[config.mk]
export PLATFORM = sky130hd
export DESIGN_NAME = keypad_entry
export DESIGN_NICKNAME = d
export VERILOG_FILES = /design/src/rtl/keypad_entry_pkg.sv /design/src/rtl/keypad_entry_tick.sv /design/src/rtl/keypad_entry.sv
export SDC_FILE = /design/constraint.sdc
export NUM_CORES = 1
export LEC_CHECK = 0
export BUFFER_PORTS_ARGS = -buffer_cell sky130_fd_sc_hd__buf_2
export CAP_MARGIN = 30
export CORE_MARGIN = 3
export CORE_UTILIZATION = 60
export CTS_CLUSTER_DIAMETER = 60
export DETAILED_ROUTE_END_ITERATION = 10
export HOLD_SLACK_MARGIN = 0.15
export PLACE_DENSITY = 0.76
export SETUP_SLACK_MARGIN = 0.05
export SLEW_MARGIN = 15
export SYNTH_ARGS = -nofsm -noshare
export SYNTH_HDL_FRONTEND = slang
export SYNTH_SLANG_ARGS = --single-unit
[constraint.sdc]
create_clock -name clk -period 20 [get_ports clk]
set_input_delay 0 -clock clk [delete_from_list [all_inputs] [get_ports clk]]
set_output_delay 0 -clock clk [all_outputs]
set_load 0.05 [all_outputs]
[src/rtl/keypad_entry_pkg.sv]
// Shared types and constants for the keypad entry block: debounce states,
// the scan-result encoding and the {row,col} to hex key map.
package keypad_entry_pkg;

    typedef enum logic [1:0] {
        IDLE,
        PRESS_CHK,
        HELD,
        RELEASE_CHK
    } kp_state_e;

    typedef enum logic {
        SCAN_NONE,
        SCAN_HIT
    } scan_kind_e;

    typedef struct packed {
        scan_kind_e kind;
        logic [3:0] code;
    } scan_result_t;

    // Index is {row[1:0], col[1:0]}; entry 0 is row 0 / column 0.
    localparam logic [15:0][3:0] KEY_MAP = {
        4'hD, 4'hE, 4'hF, 4'h0,
        4'hC, 4'h9, 4'h8, 4'h7,
        4'hB, 4'h6, 4'h5, 4'h4,
        4'hA, 4'h3, 4'h2, 4'h1
    };

    // A scan is a hit only when exactly one of the 16 positions is pressed.
    function automatic scan_result_t decode_scan(input logic [15:0] pressed);
        scan_result_t res;
        logic [4:0]   hits;
        logic [3:0]   idx;
        hits = '0;
        idx  = '0;
        for (int i = 0; i < 16; i++) begin
            if (pressed[i]) begin
                hits = hits + 5'd1;
                idx  = 4'(i);
            end
        end
        res.kind = (hits == 5'd1) ? SCAN_HIT : SCAN_NONE;
        res.code = KEY_MAP[idx];
        return res;
    endfunction

endpackage

[src/rtl/keypad_entry_tick.sv]
// Free-running divider that pulses tick once every SCAN_DIV clock cycles;
// each pulse ends the settling window of one keypad column.
module keypad_scan_tick #(
    parameter int SCAN_DIV = 100000
) (
    input  logic clk_i,
    input  logic rst_ni,
    output logic tick_o
);

    localparam int CW = (SCAN_DIV > 2) ? $clog2(SCAN_DIV) : 1;
    localparam logic [CW-1:0] LAST = CW'(SCAN_DIV - 1);

    logic [CW-1:0] cnt_q, cnt_d;

    always_comb begin
        cnt_d = (cnt_q == LAST) ? '0 : cnt_q + CW'(1);
    end

    always_ff @(posedge clk_i or negedge rst_ni) begin
        if (!rst_ni) begin
            cnt_q <= '0;
        end else begin
            cnt_q <= cnt_d;
        end
    end

    assign tick_o = (cnt_q == LAST);

endmodule

[src/rtl/keypad_entry.sv]
// Scans a 4x4 active-low keypad one column at a time, debounces whole-scan
// results and shifts each accepted hex digit into a 32-bit entry register.
module keypad_entry #(
    parameter int SCAN_DIV       = 100000,
    parameter int DEBOUNCE_SCANS = 4
) (
    input  logic        clk,
    input  logic        rstn,
    input  logic [3:0]  row,
    input  logic        clr,
    output logic [3:0]  col,
    output logic        key_valid,
    output logic [3:0]  key_code,
    output logic [31:0] data
);

    import keypad_entry_pkg::*;

    localparam int CW = $clog2(DEBOUNCE_SCANS + 1);
    localparam logic [CW-1:0] CNT_MAX = CW'(DEBOUNCE_SCANS);

    logic         tick;
    logic [3:0]   row_meta_q, row_sync_q;
    logic [1:0]   col_idx_q, col_idx_d;
    logic [15:0]  pressed_q, pressed_d;
    logic         scan_evt;
    scan_result_t scan_res;
    kp_state_e    state_q, state_d;
    logic [3:0]   cand_q, cand_d;
    logic [CW-1:0] cnt_q, cnt_d, cnt_inc;
    logic         accept;
    logic         key_valid_q;
    logic [3:0]   key_code_q;
    logic [31:0]  data_q;

    keypad_scan_tick #(
        .SCAN_DIV(SCAN_DIV)
    ) u_tick (
        .clk_i (clk),
        .rst_ni(rstn),
        .tick_o(tick)
    );

    // The current column is captured into pressed_d on tick, so the column-3
    // tick sees a complete 16-position snapshot in pressed_d.
    always_comb begin
        col_idx_d = col_idx_q;
        pressed_d = pressed_q;
        if (tick) begin
            col_idx_d = col_idx_q + 2'd1;
            for (int r = 0; r < 4; r++) begin
                pressed_d[{2'(r), col_idx_q}] = ~row_sync_q[r];
            end
        end
        scan_evt = tick && (col_idx_q == 2'd3);
        scan_res = decode_scan(pressed_d);
    end

    always_comb begin
        state_d = state_q;
        cand_d  = cand_q;
        cnt_d   = cnt_q;
        accept  = 1'b0;
        cnt_inc = (cnt_q == CNT_MAX) ? cnt_q : cnt_q + CW'(1);
        if (scan_evt) begin
            unique case (state_q)
                IDLE: begin
                    if (scan_res.kind == SCAN_HIT) begin
                        cand_d = scan_res.code;
                        cnt_d  = CW'(1);
                        if (DEBOUNCE_SCANS == 1) begin
                            accept  = 1'b1;
                            state_d = HELD;
                        end else begin
                            state_d = PRESS_CHK;
                        end
                    end
                end
                PRESS_CHK: begin
                    if (scan_res.kind == SCAN_HIT && scan_res.code == cand_q) begin
                        cnt_d = cnt_inc;
                        if (cnt_inc == CNT_MAX) begin
                            accept  = 1'b1;
                            state_d = HELD;
                        end
                    end else begin
                        state_d = IDLE;
                    end
                end
                HELD: begin
                    if (scan_res.kind == SCAN_NONE) begin
                        cnt_d   = CW'(1);
                        state_d = (DEBOUNCE_SCANS == 1) ? IDLE : RELEASE_CHK;
                    end
                end
                RELEASE_CHK: begin
                    if (scan_res.kind == SCAN_NONE) begin
                        cnt_d = cnt_inc;
                        if (cnt_inc == CNT_MAX) begin
                            state_d = IDLE;
                        end
                    end else begin
                        state_d = HELD;
                    end
                end
            endcase
        end
    end

    // clr wins over an accept for the entry register only.
    always_ff @(posedge clk or negedge rstn) begin
        if (!rstn) begin
            row_meta_q  <= 4'b1111;
            row_sync_q  <= 4'b1111;
            col_idx_q   <= 2'd0;
            pressed_q   <= '0;
            state_q     <= IDLE;
            cand_q      <= '0;
            cnt_q       <= '0;
            key_valid_q <= 1'b0;
            key_code_q  <= '0;
            data_q      <= '0;
        end else begin
            row_meta_q  <= row;
            row_sync_q  <= row_meta_q;
            col_idx_q   <= col_idx_d;
            pressed_q   <= pressed_d;
            state_q     <= state_d;
            cand_q      <= cand_d;
            cnt_q       <= cnt_d;
            key_valid_q <= accept;
            if (accept) begin
                key_code_q <= cand_d;
            end
            if (clr) begin
                data_q <= '0;
            end else if (accept) begin
                data_q <= {data_q[27:0], cand_d};
            end
        end
    end

    assign col       = ~(4'b0001 << col_idx_q);
    assign key_valid = key_valid_q;
    assign key_code  = key_code_q;
    assign data      = data_q;

endmodule

## After elaboration in Yosys (flattened, before gate mapping)

Memories as Yosys holds them, arrays and structs flattened.
Index checks and enable logic that the tools add are counted.
Widths: inputs -> output; s select.

| word-level totals | value |
|---|---|
| bits in registers | 89 |
| memory bits (read-only) | 64 |
| logic and storage cells | 139 |
| memories kept | 1 |
| output and inout port bits | 41 |

| cells by class | value |
|---|---|
| shifts and indexed selects | 1 |
| equality and inequality tests | 15 |
| reduce and logical (&&, ||, !) cells | 10 |
| multiplexer cells | 69 |
| magnitude comparators | 9 |
| add/sub/neg operators | 18 |
| bitwise logic cells | 5 |

Memory list:

| memory | words | bits a word | rd ports | clocked after Yosys merged registers in | wr ports | RTL line | source |
|---|---|---|---|---|---|---|---|
| (name not given) | 16 | 4 | 1 | 0 | 0 | keypad_entry_pkg.sv:44 | `res.code = KEY_MAP[idx];` |

Operators by type and width:

| kind | count |
|---|---|
| $add 5x1->5 const B | 15 |
| $mux 5 | 15 |
| $mux 4 | 18 |
| $bwmux 16 | 4 |
| $mux 32 | 2 |
| $add 17x1->17 const B | 1 |
| $eq 17x17->1 const B | 1 |
| $mux 17 | 1 |
| $mux 16 | 1 |
| $lt 4x5->1 const B | 3 |
| $mux 3 | 5 |
| $mux 2 | 6 |
| $pmux 3 s4 | 1 |
| $mux 1 | 11 |
| $reduce_and 5->1 | 2 |
| $demux 1 s2 | 4 |
| $ge 4x1->1 const B | 2 |
| $ne 2x2->1 const B | 4 |
| $pmux 2 s4 | 1 |
| $eq 2x2->1 const B | 3 |
| $eq 3x3->1 const B | 2 |
| $logic_and 1x1->1 | 6 |
| $ne 3x3->1 const B | 2 |
| $eq 5x1->1 const B | 1 |
| other kinds (13) | 16 |

## Longest topological paths before layout

| depth | value |
|---|---|
| depth in word-level cells | 48 |
| mapped depth | 62 |
| depth with buffers taken out | 58 |

## Cells and area by module

A second synthesis with hierarchy kept.

| unflattened totals | value |
|---|---|
| cells, all modules | 646 |
| area, all modules | 6138.4 um^2 |

Modules (own cells, without submodules):

| module | times used | cells an instance | area each (um^2) |
|---|---|---|---|
| keypad_entry | 1 | 572 | 5345.1 |
| keypad_scan_tick | 1 | 74 | 793.3 |

## Worst setup path after synthesis

Ideal clock, no wire load.

| timing path | value |
|---|---|
| kind | reg2reg |
| start | reg u_tick.cnt_q[0] |
| end | reg key_code_q[1], in the netlist key_code[1] |
| path buffers | 4 |
| data required time | 19.875 ns |
| path slack | 9.567 ns |
| arrival time | 10.308 ns |
| stages on the path, launching flop included | 57 |
| cell sequence | dfrtp_1 > ha_1 > and4_1 > and4_1 > buf_2 > nand2_1 > o21ai_0 > inv_1 > ha_1 > xor2_1 > ha_1 > mux2i_1 > inv_1 > ha_1 > nand2_1 > o21ai_0 > ha_1 > nor2_1 > [21 not listed] > ha_1 > nand2b_1 > nand2_1 > inv_1 > ha_1 > nand2_1 > o21ai_0 > ha_1 > mux2_2 > ha_1 > or4_1 > o21ai_0 > and2_1 > buf_2 > and3_1 > clkbuf_1 > buf_4 > mux2_4 |

| on the way | value |
|---|---|
| longest elaborated chain between the ends | 39 |
| elaborated cells between the ends (all ways) | 61 |
| classes of those cells | add/sub: 15; eq/ne: 3; mux: 40; reduce/logical: 2; memory: 1 |

RTL lines:

| item | RTL line | source |
|---|---|---|
| from (decl) | keypad_entry_tick.sv:14 | `logic [CW-1:0] cnt_q, cnt_d;` |
| from (signal assigned) | keypad_entry_tick.sv:24 | `cnt_q <= cnt_d;` |
| $eq 17x17->1 * | keypad_entry_tick.sv:28 | `assign tick_o = (cnt_q == LAST);` |
| $mux 16 * | keypad_entry.sv:49 | `if (tick) begin` |
| net pressed_d[0] | keypad_entry.sv:25 | `logic [15:0] pressed_q, pressed_d;` |
| $mux 1 * | keypad_entry_pkg.sv:38 | `if (pressed[i]) begin` |
| $add 5x1->5 | keypad_entry_pkg.sv:39 | `hits = hits + 5'd1;` |
| $mux 5 * | keypad_entry_pkg.sv:38 |  |
| $add 5x1->5 | keypad_entry_pkg.sv:39 |  |
| $mux 5 * | keypad_entry_pkg.sv:38 |  |
| [24 not listed] | - |  |
| $add 5x1->5 | keypad_entry_pkg.sv:39 |  |
| $mux 5 * | keypad_entry_pkg.sv:38 |  |
| $eq 5x1->1 * | keypad_entry_pkg.sv:43 | `res.kind = (hits == 5'd1) ? SCAN_HIT : SCAN_NONE;` |
| $mux 1 * | keypad_entry_pkg.sv:43 |  |
| $logic_and 1x1->1 | keypad_entry.sv:80 | `if (scan_res.kind == SCAN_HIT && scan_res.code == cand_q) begin` |
| $mux 1 | keypad_entry.sv:80 |  |
| $mux 1 | keypad_entry.sv:66 | `unique case (state_q)` |
| $mux 1 | keypad_entry.sv:65 | `if (scan_evt) begin` |
| to (signal assigned) | keypad_entry.sv:133 | `key_code_q <= cand_d;` |
| to (decl) | keypad_entry.sv:33 | `logic [3:0] key_code_q;` |

The timed path passes the listed nets; every way through them passes the cells marked *. The select of a mux whose other input is x is not followed.
A chain may end at the register's enable or synchronous reset.

## Worst setup path after layout

| timing path | value |
|---|---|
| start | reg u_tick.cnt_q[0] |
| end | reg key_code_q[0], in the netlist key_code[0] |

Same word-level chain as after synthesis.

==> metrics.txt <==
R2R setup slack=7970 ps; Seq cells post-synth=89; RR Startpoint=u_tick.cnt_q[0]$_DFF_PN0_; layer carrying the most global-route usage=met2; diodes inserted=0; HP Start=row[1]; vias in the first global route=4816; Bufs on Longest Clock Path=2; Root Driver=clkbuf_8; Clock Latency Late Sink=360 ps; GR Layer Usage met1=0.348; Max Slew Vio Count=0; M3 GR Usage=0.0423; slew margin rel.=0.410; critical path peak fanout=31; remaining antenna violation count after routing=0; period utilisation layout=0.601; Synth Instances=628; # hold bufs at CTS=7; Global Route Usage Sum=0.249; sequential share of the synthesized area=0.379; status=complete, no violations; synthesized area per cell=9.41 µm²; initial DRC count=387; fill count=718; Least-Margin Pin Slew=885 ps; Final min period=12030 ps; clk_skew=17.5 ps; Hold Crit Depth=2; die height=105 µm; setup TNS=0 ps; Die ar.=11100 µm²; Yosys top cell area share=0.343; Commonest cells post-synth=dfrtp_1 (81), nor2_1 (69), nand2_1 (57); Rows=35; CTS Sinks=89; CTS clk-pin slew, worst paths=100 ps; drt total wl=13300 µm; CP max stage delay=820 ps; Hold Violations, Final=0; Starting Density=0.627; ys flop type=dfrtp_1; RSZ-0062 raised after global routing=false; Netlist cell types=82; ratio of cells with drive above 1 in the final layout=0.159; Crit Path Class=flop to flop; FF-to-FF End=key_code[0]$_DFFE_PN0P_; core area=9420 µm²; synth-to-layout area growth=11.0%; DR pass1 iterations=5; Post-Syn Nets=659; cell mode on critical path=ha_1; GRT Residual Overflow=0; gpl congestion=0.959; IO Port Bufs=47; CTS tree=done; synth warn=0; DR WL/cell=16.4 µm; Final Setup Violations=0; crit path max-delay cell type=and3_2; hpwl dp=9630 µm; Pwr Density=51.8 nW/µm²; Peak VDD IR=0.0589 mV; largest net degree at the start of global routing=53; H-tree levels=3; first-pass GRT wire length=23100 µm; met2 track demand over resource=0.402; Ports=48; Mapped Area=5910 µm²; cell taking the most area after synthesis=dfrtp_1; via count=4728; CTS Buf Count=9; MaxCap Viol Count=0; WHS Endpoint=row_meta_q[1]$_DFF_PN1_; asr flop ratio synth=1.00; Avg Vias per Cell=5.86; Worst EP arrival=12280 ps; required time of the critical path=20250 ps; Hold Worst Slack=285 ps; Pleak=3.14 nW; CP endpoint kind=flop; residual DRC count=0; post-CTS sizing=0; initial antenna violation count=0; main area contributors after synthesis=dfrtp_1 (34%), mux2i_1 (6.3%), xnor2_1 (6.2%), ha_1 (5.1%), nor2_1 (4.4%); Setup crit start kind=flop; Post-synth EDFFs=0; fmax=83.1 MHz; most frequent cell after synthesis=dfrtp_1; worst reg2reg path depth=54; fin nets=704; postcts setup bufs=0; Hold Crit Class=input pin to flop; die width=105 µm
-- worst max path at each step --
stage	from	endpoint	slack, ps	cells past startpoint
2_1_floorplan	u_tick.cnt_q[0]$_DFF_PN0_	key_code[1]$_DFFE_PN0P_	9570	56
3_3_place_gp	u_tick.cnt_q[0]$_DFF_PN0_	key_code[0]$_DFFE_PN0P_	8570	52
3_5_place_dp	u_tick.cnt_q[0]$_DFF_PN0_	key_code[0]$_DFFE_PN0P_	8090	54
4_1_cts	u_tick.cnt_q[0]$_DFF_PN0_	key_code[0]$_DFFE_PN0P_	8060	54
5_1_grt	u_tick.cnt_q[0]$_DFF_PN0_	data[22]$_DFFE_PN0P_	6970	55
6_report	u_tick.cnt_q[0]$_DFF_PN0_	key_code[0]$_DFFE_PN0P_	7970	54
-- layer usage --
layer	vias to the layer above	part of all wire	routed length (µm)
met5	-	0	0
met4	0	0.011	149
met3	18	0.043	565
met2	120	0.48	6310
met1	2291	0.47	6230
li1	2299	-	-
-- cell usage in the layout (no fill, tap or decap), drive strengths merged, types with 4 or more instances in the layout --
cell type	Yosys	final
dfrtp	81	81
nor2	70	70
nand2	57	57
buf	9	51
xnor2	45	45
inv	36	38
mux2i	37	37
o21ai	37	37
ha	24	24
xor2	22	22
nand3	19	19
nor3	16	16
a21oi	16	16
mux2	11	11
o21a	10	10
clkbuf	15	10
dfstp	8	8
nor4	7	7
dlygate4sd3	0	7
nand4	7	7
nor2b	6	6
and4	6	6
and2	5	5
a31oi	5	5
or3	5	5
o211ai	4	4
a22oi	4	4
a211oi	4	4
and3	4	4
-- registers in the layout, summed over array words and instances, names as in the netlist --
| name | count |
|---|---|
| cnt_q | 3 |
| cand_q | 4 |
| u_tick.cnt_q | 17 |
| row_meta_q | 4 |
| key_code | 4 |
| col_idx_q | 2 |
| state_q | 2 |
| data | 32 |
| key_valid | 1 |
| row_sync_q | 4 |
| pressed_q | 16 |
-- through the flow --
stage / cells / utilization / area, µm² / setup WS [ps] / total power, mW
final: 807 / 0.696 / 6560 / 7970 / 0.340
after global routing: 807 / 0.696 / 6560 / 6970 / 0.349
after CTS: 807 / 0.696 / 6560 / 8060 / 0.342
after detailed placement: 784 / 0.663 / 6240 / 8090 / 0.192
after global placement: 783 / 0.661 / 6220 / 8570 / 0.191
after floorplan: 628 / - / 5910 / 9570 / 0.187
-- worst max-delay path: cells and delay by family, from the launching register on --
family | cells | cell delay [ps]
AOI/OAI and AO/OA | 11 | 1870
adders and majority gates | 15 | 4120
buffers and inverters | 6 | 380
DFF | 1 | 400
muxes | 4 | 1110
and+or+nand+nor | 18 | 4040
-- kinds of logic after synthesis --
group	after synthesis	share of synthesized area
AO/OA/AOI/OAI	117	0.135
XOR/XNOR	71	0.121
adder cells (fa/ha/maj)	25	0.0525
buffers and inverters	60	0.0409
flip-flops	89	0.379
multiplexers	48	0.0881
AND/OR/NAND/NOR	218	0.184
-- power by group --
part / total, mW / internal (mW) / switching [mW]
Clock: 0.151 / 0.0842 / 0.0663
Sequential: 0.182 / 0.181 / 0.00109
Combinational: 0.00697 / 0.00213 / 0.00484
-- area by class of cell --
type,count,area (µm²),share of cell area
Clock buffer,10,128,0.0195
Clock inverter,6,115,0.0176
Inverter,36,135,0.0206
Multi-Input combinational cell,479,3430,0.523
Sequential cell,89,2240,0.341
Tap cell,129,161,0.0246
Timing Repair Buffer,58,350,0.0534
No activity file was read; power rests on OpenSTA's default activity.
